File: src/rtl/lock_sequencer_if.sv
// Key-event input and display/status output bundle for the lock sequencer.
// The master side (keypad chain / bench) drives keys, the slave side (sequencer)
// drives the entry buffer and status flags.
interface lock_sequencer_if;
  logic       key_valid;
  logic [3:0] key_code;
  logic       prog_en;
  logic [3:0] digit0;
  logic [3:0] digit1;
  logic [3:0] digit2;
  logic [3:0] digit3;
  logic [2:0] digit_cnt;
  logic [2:0] state;
  logic       unlocked;
  logic       locked_out;
  logic       fail;
  logic       prog_done;

  modport master (
    output key_valid, key_code, prog_en,
    input  digit0, digit1, digit2, digit3, digit_cnt, state,
           unlocked, locked_out, fail, prog_done
  );

  modport slave (
    input  key_valid, key_code, prog_en,
    output digit0, digit1, digit2, digit3, digit_cnt, state,
           unlocked, locked_out, fail, prog_done
  );
endinterface

File: src/rtl/lock_sequencer.sv
// Keypad lock sequencer: owns the 4-digit entry buffer, compares entries
// against the stored code, and sequences unlock, relock, lockout and
// code programming. A ms timer provides the entry, open and lockout timeouts.
module lock_sequencer #(
  parameter int unsigned CLK_FREQ         = 50_000_000,
  parameter int unsigned UNLOCK_MS        = 5000,
  parameter int unsigned ENTRY_TIMEOUT_MS = 10000,
  parameter int unsigned LOCKOUT_MS       = 30000,
  parameter int unsigned MAX_FAIL         = 3,
  parameter logic [15:0] DEFAULT_CODE     = 16'h1234
) (
  input  logic          clk,
  input  logic          rst_n,
  lock_sequencer_if.slave bus
);

  localparam int unsigned MS_DIV = (CLK_FREQ / 1000 > 0) ? CLK_FREQ / 1000 : 1;
  localparam int unsigned PRE_W  = (MS_DIV > 1) ? $clog2(MS_DIV) : 1;
  localparam int unsigned MAX_A  = (UNLOCK_MS > ENTRY_TIMEOUT_MS) ? UNLOCK_MS : ENTRY_TIMEOUT_MS;
  localparam int unsigned MAX_MS = (MAX_A > LOCKOUT_MS) ? MAX_A : LOCKOUT_MS;
  localparam int unsigned MS_W   = $clog2(MAX_MS + 1);

  // Expiry is detected one tick early so the transition lands exactly
  // limit*MS_DIV cycles after the timer was cleared.
  localparam logic [PRE_W-1:0] PRE_LAST     = PRE_W'(MS_DIV - 1);
  localparam logic [MS_W-1:0]  UNLOCK_LAST  = MS_W'(UNLOCK_MS - 1);
  localparam logic [MS_W-1:0]  ENTRY_LAST   = MS_W'(ENTRY_TIMEOUT_MS - 1);
  localparam logic [MS_W-1:0]  LOCKOUT_LAST = MS_W'(LOCKOUT_MS - 1);
  localparam logic [2:0]       FAIL_LIMIT   = 3'(MAX_FAIL);

  typedef enum logic [2:0] {
    S_IDLE    = 3'd0,
    S_ENTRY   = 3'd1,
    S_CHECK   = 3'd2,
    S_OPEN    = 3'd3,
    S_LOCKOUT = 3'd4,
    S_PROG    = 3'd5
  } state_t;

  state_t            state_reg, state_next;
  logic [3:0]        digit_reg  [0:3];
  logic [3:0]        digit_next [0:3];
  logic [2:0]        cnt_reg, cnt_next;
  logic [15:0]       code_reg, code_next;
  logic [2:0]        fail_cnt_reg, fail_cnt_next;
  logic              fail_reg, fail_next;
  logic              prog_done_reg, prog_done_next;
  logic [PRE_W-1:0]  pre_reg;
  logic [MS_W-1:0]   ms_reg;

  logic              key_digit, key_clear, key_enter;
  logic              timed, expire, match;
  logic              capture, zero_buf, key_restart, timer_clear;
  logic [MS_W-1:0]   limit_last;
  logic [15:0]       entry_word;

  assign key_digit  = bus.key_valid && (bus.key_code <= 4'hD);
  assign key_clear  = bus.key_valid && (bus.key_code == 4'hE);
  assign key_enter  = bus.key_valid && (bus.key_code == 4'hF);
  assign entry_word = {digit_reg[0], digit_reg[1], digit_reg[2], digit_reg[3]};
  assign match      = (cnt_reg == 3'd4) && (entry_word == code_reg);

  // Select the timeout that applies to the current state.
  always_comb begin
    timed      = 1'b1;
    limit_last = ENTRY_LAST;
    case (state_reg)
      S_ENTRY, S_PROG: limit_last = ENTRY_LAST;
      S_OPEN:          limit_last = UNLOCK_LAST;
      S_LOCKOUT:       limit_last = LOCKOUT_LAST;
      default:         timed      = 1'b0;
    endcase
  end

  assign expire = timed && (pre_reg == PRE_LAST) && (ms_reg == limit_last);

  // State register and datapath registers.
  always_ff @(posedge clk or negedge rst_n) begin
    if (!rst_n) begin
      state_reg     <= S_IDLE;
      cnt_reg       <= 3'd0;
      code_reg      <= DEFAULT_CODE;
      fail_cnt_reg  <= 3'd0;
      fail_reg      <= 1'b0;
      prog_done_reg <= 1'b0;
      for (int i = 0; i < 4; i++) digit_reg[i] <= 4'd0;
    end else begin
      state_reg     <= state_next;
      cnt_reg       <= cnt_next;
      code_reg      <= code_next;
      fail_cnt_reg  <= fail_cnt_next;
      fail_reg      <= fail_next;
      prog_done_reg <= prog_done_next;
      for (int i = 0; i < 4; i++) digit_reg[i] <= digit_next[i];
    end
  end

  // Millisecond timer: prescaler ticks the ms counter; cleared on state change or key activity.
  always_ff @(posedge clk or negedge rst_n) begin
    if (!rst_n) begin
      pre_reg <= '0;
      ms_reg  <= '0;
    end else if (timer_clear) begin
      pre_reg <= '0;
      ms_reg  <= '0;
    end else if (pre_reg == PRE_LAST) begin
      pre_reg <= '0;
      ms_reg  <= ms_reg + 1'b1;
    end else begin
      pre_reg <= pre_reg + 1'b1;
    end
  end

  // Next-state and datapath update: key handling, compare, programming.
  always_comb begin
    state_next     = state_reg;
    cnt_next       = cnt_reg;
    code_next      = code_reg;
    fail_cnt_next  = fail_cnt_reg;
    fail_next      = 1'b0;
    prog_done_next = 1'b0;
    capture        = 1'b0;
    zero_buf       = 1'b0;
    key_restart    = 1'b0;
    for (int i = 0; i < 4; i++) digit_next[i] = digit_reg[i];

    case (state_reg)
      S_IDLE: begin
        if (key_digit) begin
          capture    = 1'b1;
          state_next = S_ENTRY;
        end
      end
      S_ENTRY: begin
        if (bus.key_valid) begin
          key_restart = 1'b1;
          if (key_clear) begin
            zero_buf   = 1'b1;
            state_next = S_IDLE;
          end else if (key_enter) begin
            state_next = S_CHECK;
          end else begin
            capture = 1'b1;
          end
        end else if (expire) begin
          zero_buf   = 1'b1;
          state_next = S_IDLE;
        end
      end
      S_CHECK: begin
        zero_buf = 1'b1;
        if (match) begin
          fail_cnt_next = 3'd0;
          state_next    = S_OPEN;
        end else begin
          fail_next = 1'b1;
          if (fail_cnt_reg + 3'd1 == FAIL_LIMIT) begin
            fail_cnt_next = 3'd0;
            state_next    = S_LOCKOUT;
          end else begin
            fail_cnt_next = fail_cnt_reg + 3'd1;
            state_next    = S_IDLE;
          end
        end
      end
      S_OPEN: begin
        if (bus.key_valid) begin
          key_restart = 1'b1;
          if (key_clear) begin
            state_next = S_IDLE;
          end else if (key_digit && bus.prog_en) begin
            capture    = 1'b1;
            state_next = S_PROG;
          end
        end else if (expire) begin
          state_next = S_IDLE;
        end
      end
      S_PROG: begin
        if (bus.key_valid) begin
          key_restart = 1'b1;
          if (key_enter) begin
            zero_buf   = 1'b1;
            state_next = S_IDLE;
            if (cnt_reg == 3'd4) begin
              code_next      = entry_word;
              prog_done_next = 1'b1;
            end else begin
              fail_next = 1'b1;
            end
          end else if (key_clear) begin
            zero_buf   = 1'b1;
            state_next = S_IDLE;
          end else begin
            capture = 1'b1;
          end
        end else if (expire) begin
          zero_buf   = 1'b1;
          state_next = S_IDLE;
        end
      end
      S_LOCKOUT: begin
        if (expire) state_next = S_IDLE;
      end
      default: begin
        zero_buf   = 1'b1;
        state_next = S_IDLE;
      end
    endcase

    // Digits fill left to right; a full buffer silently drops extra digits.
    if (capture && (cnt_reg < 3'd4)) begin
      digit_next[cnt_reg[1:0]] = bus.key_code;
      cnt_next                 = cnt_reg + 3'd1;
    end
    if (zero_buf) begin
      for (int i = 0; i < 4; i++) digit_next[i] = 4'd0;
      cnt_next = 3'd0;
    end

    timer_clear = (state_next != state_reg) || key_restart || !timed;
  end

  // Output decode: buffer, state and status flags; the stored code stays internal.
  always_comb begin
    bus.digit0     = digit_reg[0];
    bus.digit1     = digit_reg[1];
    bus.digit2     = digit_reg[2];
    bus.digit3     = digit_reg[3];
    bus.digit_cnt  = cnt_reg;
    bus.state      = state_reg;
    bus.unlocked   = (state_reg == S_OPEN);
    bus.locked_out = (state_reg == S_LOCKOUT);
    bus.fail       = fail_reg;
    bus.prog_done  = prog_done_reg;
  end

endmodule

File: src/flat_wrapper.sv
// flat-port wrapper written by rule: the top's interface ports become plain ports
module lock_sequencer_flat 
#(
  parameter int unsigned CLK_FREQ         = 50_000_000,
  parameter int unsigned UNLOCK_MS        = 5000,
  parameter int unsigned ENTRY_TIMEOUT_MS = 10000,
  parameter int unsigned LOCKOUT_MS       = 30000,
  parameter int unsigned MAX_FAIL         = 3,
  parameter logic [15:0] DEFAULT_CODE     = 16'h1234
)
  (clk, rst_n, bus_key_valid, bus_key_code, bus_prog_en, bus_digit0, bus_digit1, bus_digit2, bus_digit3, bus_digit_cnt, bus_state, bus_unlocked, bus_locked_out, bus_fail, bus_prog_done);
  lock_sequencer_if bus_i ();
  input  logic clk;
  input  logic rst_n;
  input wire logic [$bits(bus_i.key_valid)-1:0] bus_key_valid;
  input wire logic [$bits(bus_i.key_code)-1:0] bus_key_code;
  input wire logic [$bits(bus_i.prog_en)-1:0] bus_prog_en;
  output wire logic [$bits(bus_i.digit0)-1:0] bus_digit0;
  output wire logic [$bits(bus_i.digit1)-1:0] bus_digit1;
  output wire logic [$bits(bus_i.digit2)-1:0] bus_digit2;
  output wire logic [$bits(bus_i.digit3)-1:0] bus_digit3;
  output wire logic [$bits(bus_i.digit_cnt)-1:0] bus_digit_cnt;
  output wire logic [$bits(bus_i.state)-1:0] bus_state;
  output wire logic [$bits(bus_i.unlocked)-1:0] bus_unlocked;
  output wire logic [$bits(bus_i.locked_out)-1:0] bus_locked_out;
  output wire logic [$bits(bus_i.fail)-1:0] bus_fail;
  output wire logic [$bits(bus_i.prog_done)-1:0] bus_prog_done;
  assign bus_i.key_valid = bus_key_valid;
  assign bus_i.key_code = bus_key_code;
  assign bus_i.prog_en = bus_prog_en;
  assign bus_digit0 = bus_i.digit0;
  assign bus_digit1 = bus_i.digit1;
  assign bus_digit2 = bus_i.digit2;
  assign bus_digit3 = bus_i.digit3;
  assign bus_digit_cnt = bus_i.digit_cnt;
  assign bus_state = bus_i.state;
  assign bus_unlocked = bus_i.unlocked;
  assign bus_locked_out = bus_i.locked_out;
  assign bus_fail = bus_i.fail;
  assign bus_prog_done = bus_i.prog_done;
  lock_sequencer #(.CLK_FREQ(CLK_FREQ), .UNLOCK_MS(UNLOCK_MS), .ENTRY_TIMEOUT_MS(ENTRY_TIMEOUT_MS), .LOCKOUT_MS(LOCKOUT_MS), .MAX_FAIL(MAX_FAIL), .DEFAULT_CODE(DEFAULT_CODE)) u_core (.clk(clk), .rst_n(rst_n), .bus(bus_i));
endmodule
File: config.mk
export PLATFORM = sky130hd
export DESIGN_NAME = lock_sequencer_flat
export DESIGN_NICKNAME = d
export VERILOG_FILES = /design/src/rtl/lock_sequencer_if.sv /design/src/rtl/lock_sequencer.sv /design/src/flat_wrapper.sv
export SDC_FILE = /design/constraint.sdc
export NUM_CORES = 1
export LEC_CHECK = 0
export CAP_MARGIN = 10
export CORE_MARGIN = 5
export CORE_UTILIZATION = 51
export CTS_BUF_LIST = sky130_fd_sc_hd__clkbuf_16
export CTS_CLUSTER_SIZE = 12
export DETAILED_ROUTE_END_ITERATION = 8
export PLACE_DENSITY_LB_ADDON = 0.1
export SLEW_MARGIN = 20
export SYNTH_ARGS = -nofsm -noshare
export SYNTH_HDL_FRONTEND = slang
export SYNTH_SLANG_ARGS = --single-unit
File: constraint.sdc
create_clock -name clk -period 2.2 [get_ports clk]
set_input_delay 0.22 -clock clk [delete_from_list [all_inputs] [get_ports clk]]
set_output_delay 0.22 -clock clk [all_outputs]
set_load 0.005 [all_outputs]
======== After elaboration in Yosys (flattened, before gate mapping) ========
Cells that the tools add are included.
storage, ports and cells
  output and inout port bits .............. 26
  bits in registers ....................... 74
  memory bits (read-only) ................. 0
  input port bits ......................... 8
  bits in latches ......................... 0
  memories ................................ 0
  bits in writable memories ............... 0
  logic and storage cells ................. 110
operators by class
  order comparisons ....................... 4
  muxes and demuxes ....................... 57
  eq/ne operators ......................... 13
  div/mod/pow operators ................... 0
  bitwise operators ....................... 1
  shift operators ......................... 0
  reduce and logical (&&, ||, !) cells .... 19
  multiply operators ...................... 0
  add/sub/neg operators ................... 4
operators by type and width
  kind                                                              count
  16-bit two-way mux                                                4
  3-bit two-way mux                                                 17
  15-bit two-way mux                                                2
  15-bit one-hot mux with 2 select lines                            1
  1-bit two-way mux                                                 26
  3-bit one-hot mux with 6 select lines                             1
  16-bit by 1-bit adder with 16-bit output (second input constant)  1
  16-bit bitwise mux                                                1
  16-bit == test                                                    1
  16-bit == test (second input constant)                            1
  15-bit by 1-bit adder with 15-bit output (second input constant)  1
  15-bit == test                                                    1
  3-bit by 2-bit == test with 1-bit output (second input constant)  3
  3-bit == test (second input constant)                             3
  1-bit logical AND                                                 9
  4-bit demux with 2-bit select                                     1
  4-bit == test (second input constant)                             2
  3-bit by 1-bit adder with 3-bit output (second input constant)    2
  3-bit OR reduction                                                2
  4-bit less-or-equal comparator (second input constant)            1
  4-bit two-way mux                                                 1
  1-bit one-hot mux with 4 select lines                             1
  4-bit AND reduction                                               1
  2-bit nonzero test                                                2
  12 further kinds                                                  13

======== Longest topological paths before layout ========
  depth in word-level cells ............... 12
  depth in mapped cells ................... 9
  depth with buffers taken out ............ 7

======== Worst setup path before layout ========
OpenSTA, ideal clock, no wires.
  path type ............................... register -> register
  start point ............................. register u_core.state_reg[2] (netlist: u_core.bus.state[2])
  end point ............................... register u_core.cnt_reg[0] (netlist: u_core.bus.digit_cnt[0])
  cell stages (with the launch flop) ...... 9
  setup slack ............................. -0.335 ns
  setup time .............................. 0.119 ns
  arrival ................................. 2.416 ns
  path buffers ............................ 2
  data required time ...................... 2.081 ns
  clock period less this slack ............ 2.535 ns
  cells stage by stage .................... dfrtp_1 > buf_6 > nor3b_2 > nand4b_1 > a221o_1 > or4_4 > a221oi_4 > buf_6 > nor2_2
on the way
  cells in the longest elaborated chain, start to end .. 9
  elaborated cells between the ends (all ways) .. 20
  classes of those cells .................. 5 x eq/ne; 8 x mux; 7 x reduce/logical
RTL lines
  what                                                                            line                   RTL
  from (decl)                                                                     lock_sequencer.sv:40   state_t state_reg, state_next;
  from (signal assigned)                                                          lock_sequencer.sv:88   state_reg <= state_next;
  3-bit == test *                                                                 -
  named net bus_locked_out                                                        flat_wrapper.sv:25     output wire logic [$bits(bus_i.locked_out)-1:0] bus_locked_out;
  branches (longest 6 deep; another with 15-bit one-hot mux with 2 select lines)  -
  1-bit one-hot mux with 3 select lines *                                         lock_sequencer.sv:127  case (state_reg)
  3-bit two-way mux / 2-bit nonzero test (equally long branches)                  -
  to (signal assigned)                                                            lock_sequencer.sv:89   cnt_reg <= cnt_next;
  to (decl)                                                                       lock_sequencer.sv:43   logic [2:0] cnt_reg, cnt_next;
Mark *: on every way through the listed nets, which the timed path passes.
A chain may end at the register's enable or synchronous reset.

======== Worst setup path after layout ========
  start point ............................. register u_core.state_reg[1] (netlist: u_core.bus.state[1])
  end point ............................... register u_core.cnt_reg[0] (netlist: u_core.bus.digit_cnt[0])
on the way
  cells in the longest elaborated chain, start to end .. 9
  elaborated cells between the ends (all ways) .. 20
  classes of those cells .................. 5 x eq/ne; 8 x mux; 7 x reduce/logical
RTL lines
  what
  branches (longest 9 deep; another with 15-bit one-hot mux with 2 select lines)
Parallel ways; which one is timed is not known.

==> results.sh <==
export IMPL_drv_cap=0
export IMPL_port_buffers=33
export IMPL_period_share_pct=106
export IMPL_hpwl_um=6610
export IMPL_drive_gt1_share_pct=26.9
export IMPL_yosysWarnings=0
export IMPL_grt_overflow=0
export IMPL_die_w_um=96.8
export IMPL_synth_edff_count=0
export IMPL_wl_met3_um=339
export IMPL_cts_tree="built"
export IMPL_final_max_slew_violation_count=0
export IMPL_n_fill_cell=586
export IMPL_wl_met2_um=4670
export IMPL_die_area_um2=9370
export IMPL_core_area_um2=7290
export IMPL_ys_types=54
export IMPL_layout_commonest_cell="dfrtp_1"
export IMPL_grt_max_degree=41
export IMPL_start_kind="register"
export IMPL_peakVddDrop_uv=571
export IMPL_relSlewSlack_pct=70.0
export IMPL_drt_antenna_violating_nets=0
export IMPL_crit_required_ns=2.42
export IMPL_p_per_area_nw_per_um2=965
export IMPL_worstSetupPathType="register to register"
export IMPL_path_clk_slew_ns=0.07
export IMPL_violations="setup timing"
export IMPL_ys_seq_elements=74
export IMPL_finalSetupViolCount=20
export IMPL_endpoint_kind="register"
export IMPL_htree_levels=3
export IMPL_stdcell_area_um2=5120
export IMPL_worst_slew_pin_slew_ns=0.449
export IMPL_nNetsFinal=487
export IMPL_die_h_um=96.8
export IMPL_start_util_pct=52.7
export IMPL_vias_per_cell=5.43
export IMPL_outcome="finished with violations"
export IMPL_worst_slack_ns=-0.124
export IMPL_grt_pass1_vias=3281
export IMPL_rows=31
export IMPL_syn_num_nets=396
export IMPL_ys_flop_type="dfrtp_1"
export IMPL_crit_fanout=9
export IMPL_drc=0
export IMPL_track_usage_pct=20.7
export IMPL_routedWlPerCell_um=15.8
export IMPL_final_cell_mix="67 x dfrtp_1, 53 x buf_4, 43 x nand2_1"
export IMPL_wirelength_um=9110
export IMPL_grt_pass1_wl_um=15900
export IMPL_insertedDiodeCount=0
export IMPL_initialDrtViolationCount=132
export IMPL_whs_ns=0.369
export IMPL_cts_buffers=9
export IMPL_syn_instance_count=380
export IMPL_hold_viol_final=0
export IMPL_antenna_found_initial=0
export IMPL_num_vias=3123
export IMPL_max_freq_mhz=430
export IMPL_clock_sinks=74
export IMPL_layout_area_overhead_vs_synth_pct=33.4
export IMPL_cts_buffer_depth=2
export IMPL_hp_class="input pin to asynchronous set/reset pin"
export IMPL_yosysSeqAreaShare_pct=48.4
export IMPL_netlist_area_um2=3840
export IMPL_place_congestion=0.924
export IMPL_wl_met1_um=3940
export IMPL_clock_skew_final_ns=0.00964
export IMPL_highest_layer="met4"
export IMPL_first_pass_iters=4
export IMPL_async_flop_share_pct=100
export IMPL_p_total_mw=4.95
export IMPL_finalCriticalPeriod_ns=2.32
export IMPL_clk_latency_ns=0.34
export IMPL_crit_arrival_ns=2.55
export IMPL_io_pins=34
export IMPL_root_buffer="clkbuf_16"
export IMPL_syn_avg_cell_area_um2=10.1
export IMPL_leakage_nw=2.24
export IMPL_rsz0062_at_grt="true"
export IMPL_post_dp_cell_area_um2=4740
-- Yosys cell counts (7+ instances only) --
library cell | count | share of area (%)
inv_1 | 11 | 1.1
o21ai_0 | 7 | 0.91
xnor2_1 | 28 | 6.4
nor3_1 | 13 | 1.7
clkbuf_1 | 7 | 0.68
xor2_1 | 16 | 3.6
nand3_1 | 36 | 4.7
dfrtp_1 | 69 | 45
a21oi_1 | 13 | 1.7
nand2_1 | 43 | 4.2
a21oi_2 | 8 | 1.8
mux2_2 | 16 | 4.7
ha_1 | 8 | 2.6
nor2_1 | 31 | 3.0
nand4_1 | 9 | 1.5
-- what timing repair did --
action / 4_1_cts / 5_1_grt
pin swaps: 5 / 5
gates cloned: 1 / 0
resized for setup: 8 / 11
buffers inserted: 3 / 0
hold buffers: 1 / 0
endpoints found under the setup margin: 20 / 32
hold endpoints to repair: 31 / 0
-- routing by layer --
layer | GRT usage, % | vias to the layer above
li1 | - | 1509
met1 | 25.2 | 1537
met4 | 8.10 | 0
met3 | 5.04 | 18
met5 | 0 | -
met2 | 35.4 | 59
-- stage by stage --
| stage | util (%) | TNS (ns) | setup slack, ns | cells |
|---|---|---|---|---|
| after global routing | 70.3 | -4.09 | -0.226 | 575 |
| after global placement | 65.0 | -2.38 | -0.192 | 556 |
| after CTS | 70.3 | -2.73 | -0.160 | 577 |
| after floorplan | - | -4.33 | -0.315 | 380 |
| final | 70.3 | -2.15 | -0.124 | 575 |
| after detailed placement | 65.0 | -4.07 | -0.226 | 556 |
-- layout make-up --
cell class	instances	area, µm²	share of cell area, %
well taps	99	124	2.42
clock inverters	7	77.6	1.51
flip-flops and latches	74	1860	36.3
clock buffers	9	225	4.40
multi-input cells	281	1940	37.8
repair buffers	93	851	16.6
inverters	12	50.0	0.977
-- where the power goes --
part           total, mW  switching [mW]  leakage [nW]  internal (mW)
combinational       1.66           0.793          1.10          0.866
sequential          1.82           0.248         0.985           1.58
clock               1.46           0.578         0.146          0.885
-- final timing paths --
path                                      from                      end  slack (ns)  cells after the start
setup / recovery           u_core.bus.state[1]  u_core.bus.digit_cnt[0]       -0.12                      7
hold / removal                           rst_n     u_core.bus.prog_done        0.37                      2
setup reg to reg           u_core.bus.state[1]  u_core.bus.digit_cnt[0]       -0.12                      7
hold reg to reg             u_core.code_reg[3]       u_core.code_reg[3]        0.53                      1
max in group asynchronous                rst_n      u_core.code_reg[12]        1.20                      3
min in group clk            u_core.code_reg[3]       u_core.code_reg[3]        0.53                      1
-- logic make-up after synthesis --
| kind of cell | synth area share, % |
|---|---|
| adder cells (fa/ha/maj) | 2.61 |
| AO/OA/AOI/OAI | 8.89 |
| AND/OR/NAND/NOR | 21.7 |
| buffers and inverters | 3.16 |
| XOR/XNOR | 10.0 |
| flip-flops | 48.4 |
| multiplexers | 5.21 |
-- critical path: stages, from the launching register on --
cell and delay (ns):
dfrtp_2 0.44, nor3b_4 0.25, nand4_1 0.13, a221o_1 0.37, or4_4 0.44, a221oi_4 0.32
buf_6 0.22, nor2_2 0.05
Note: power is estimated with default switching activity, not from simulation.
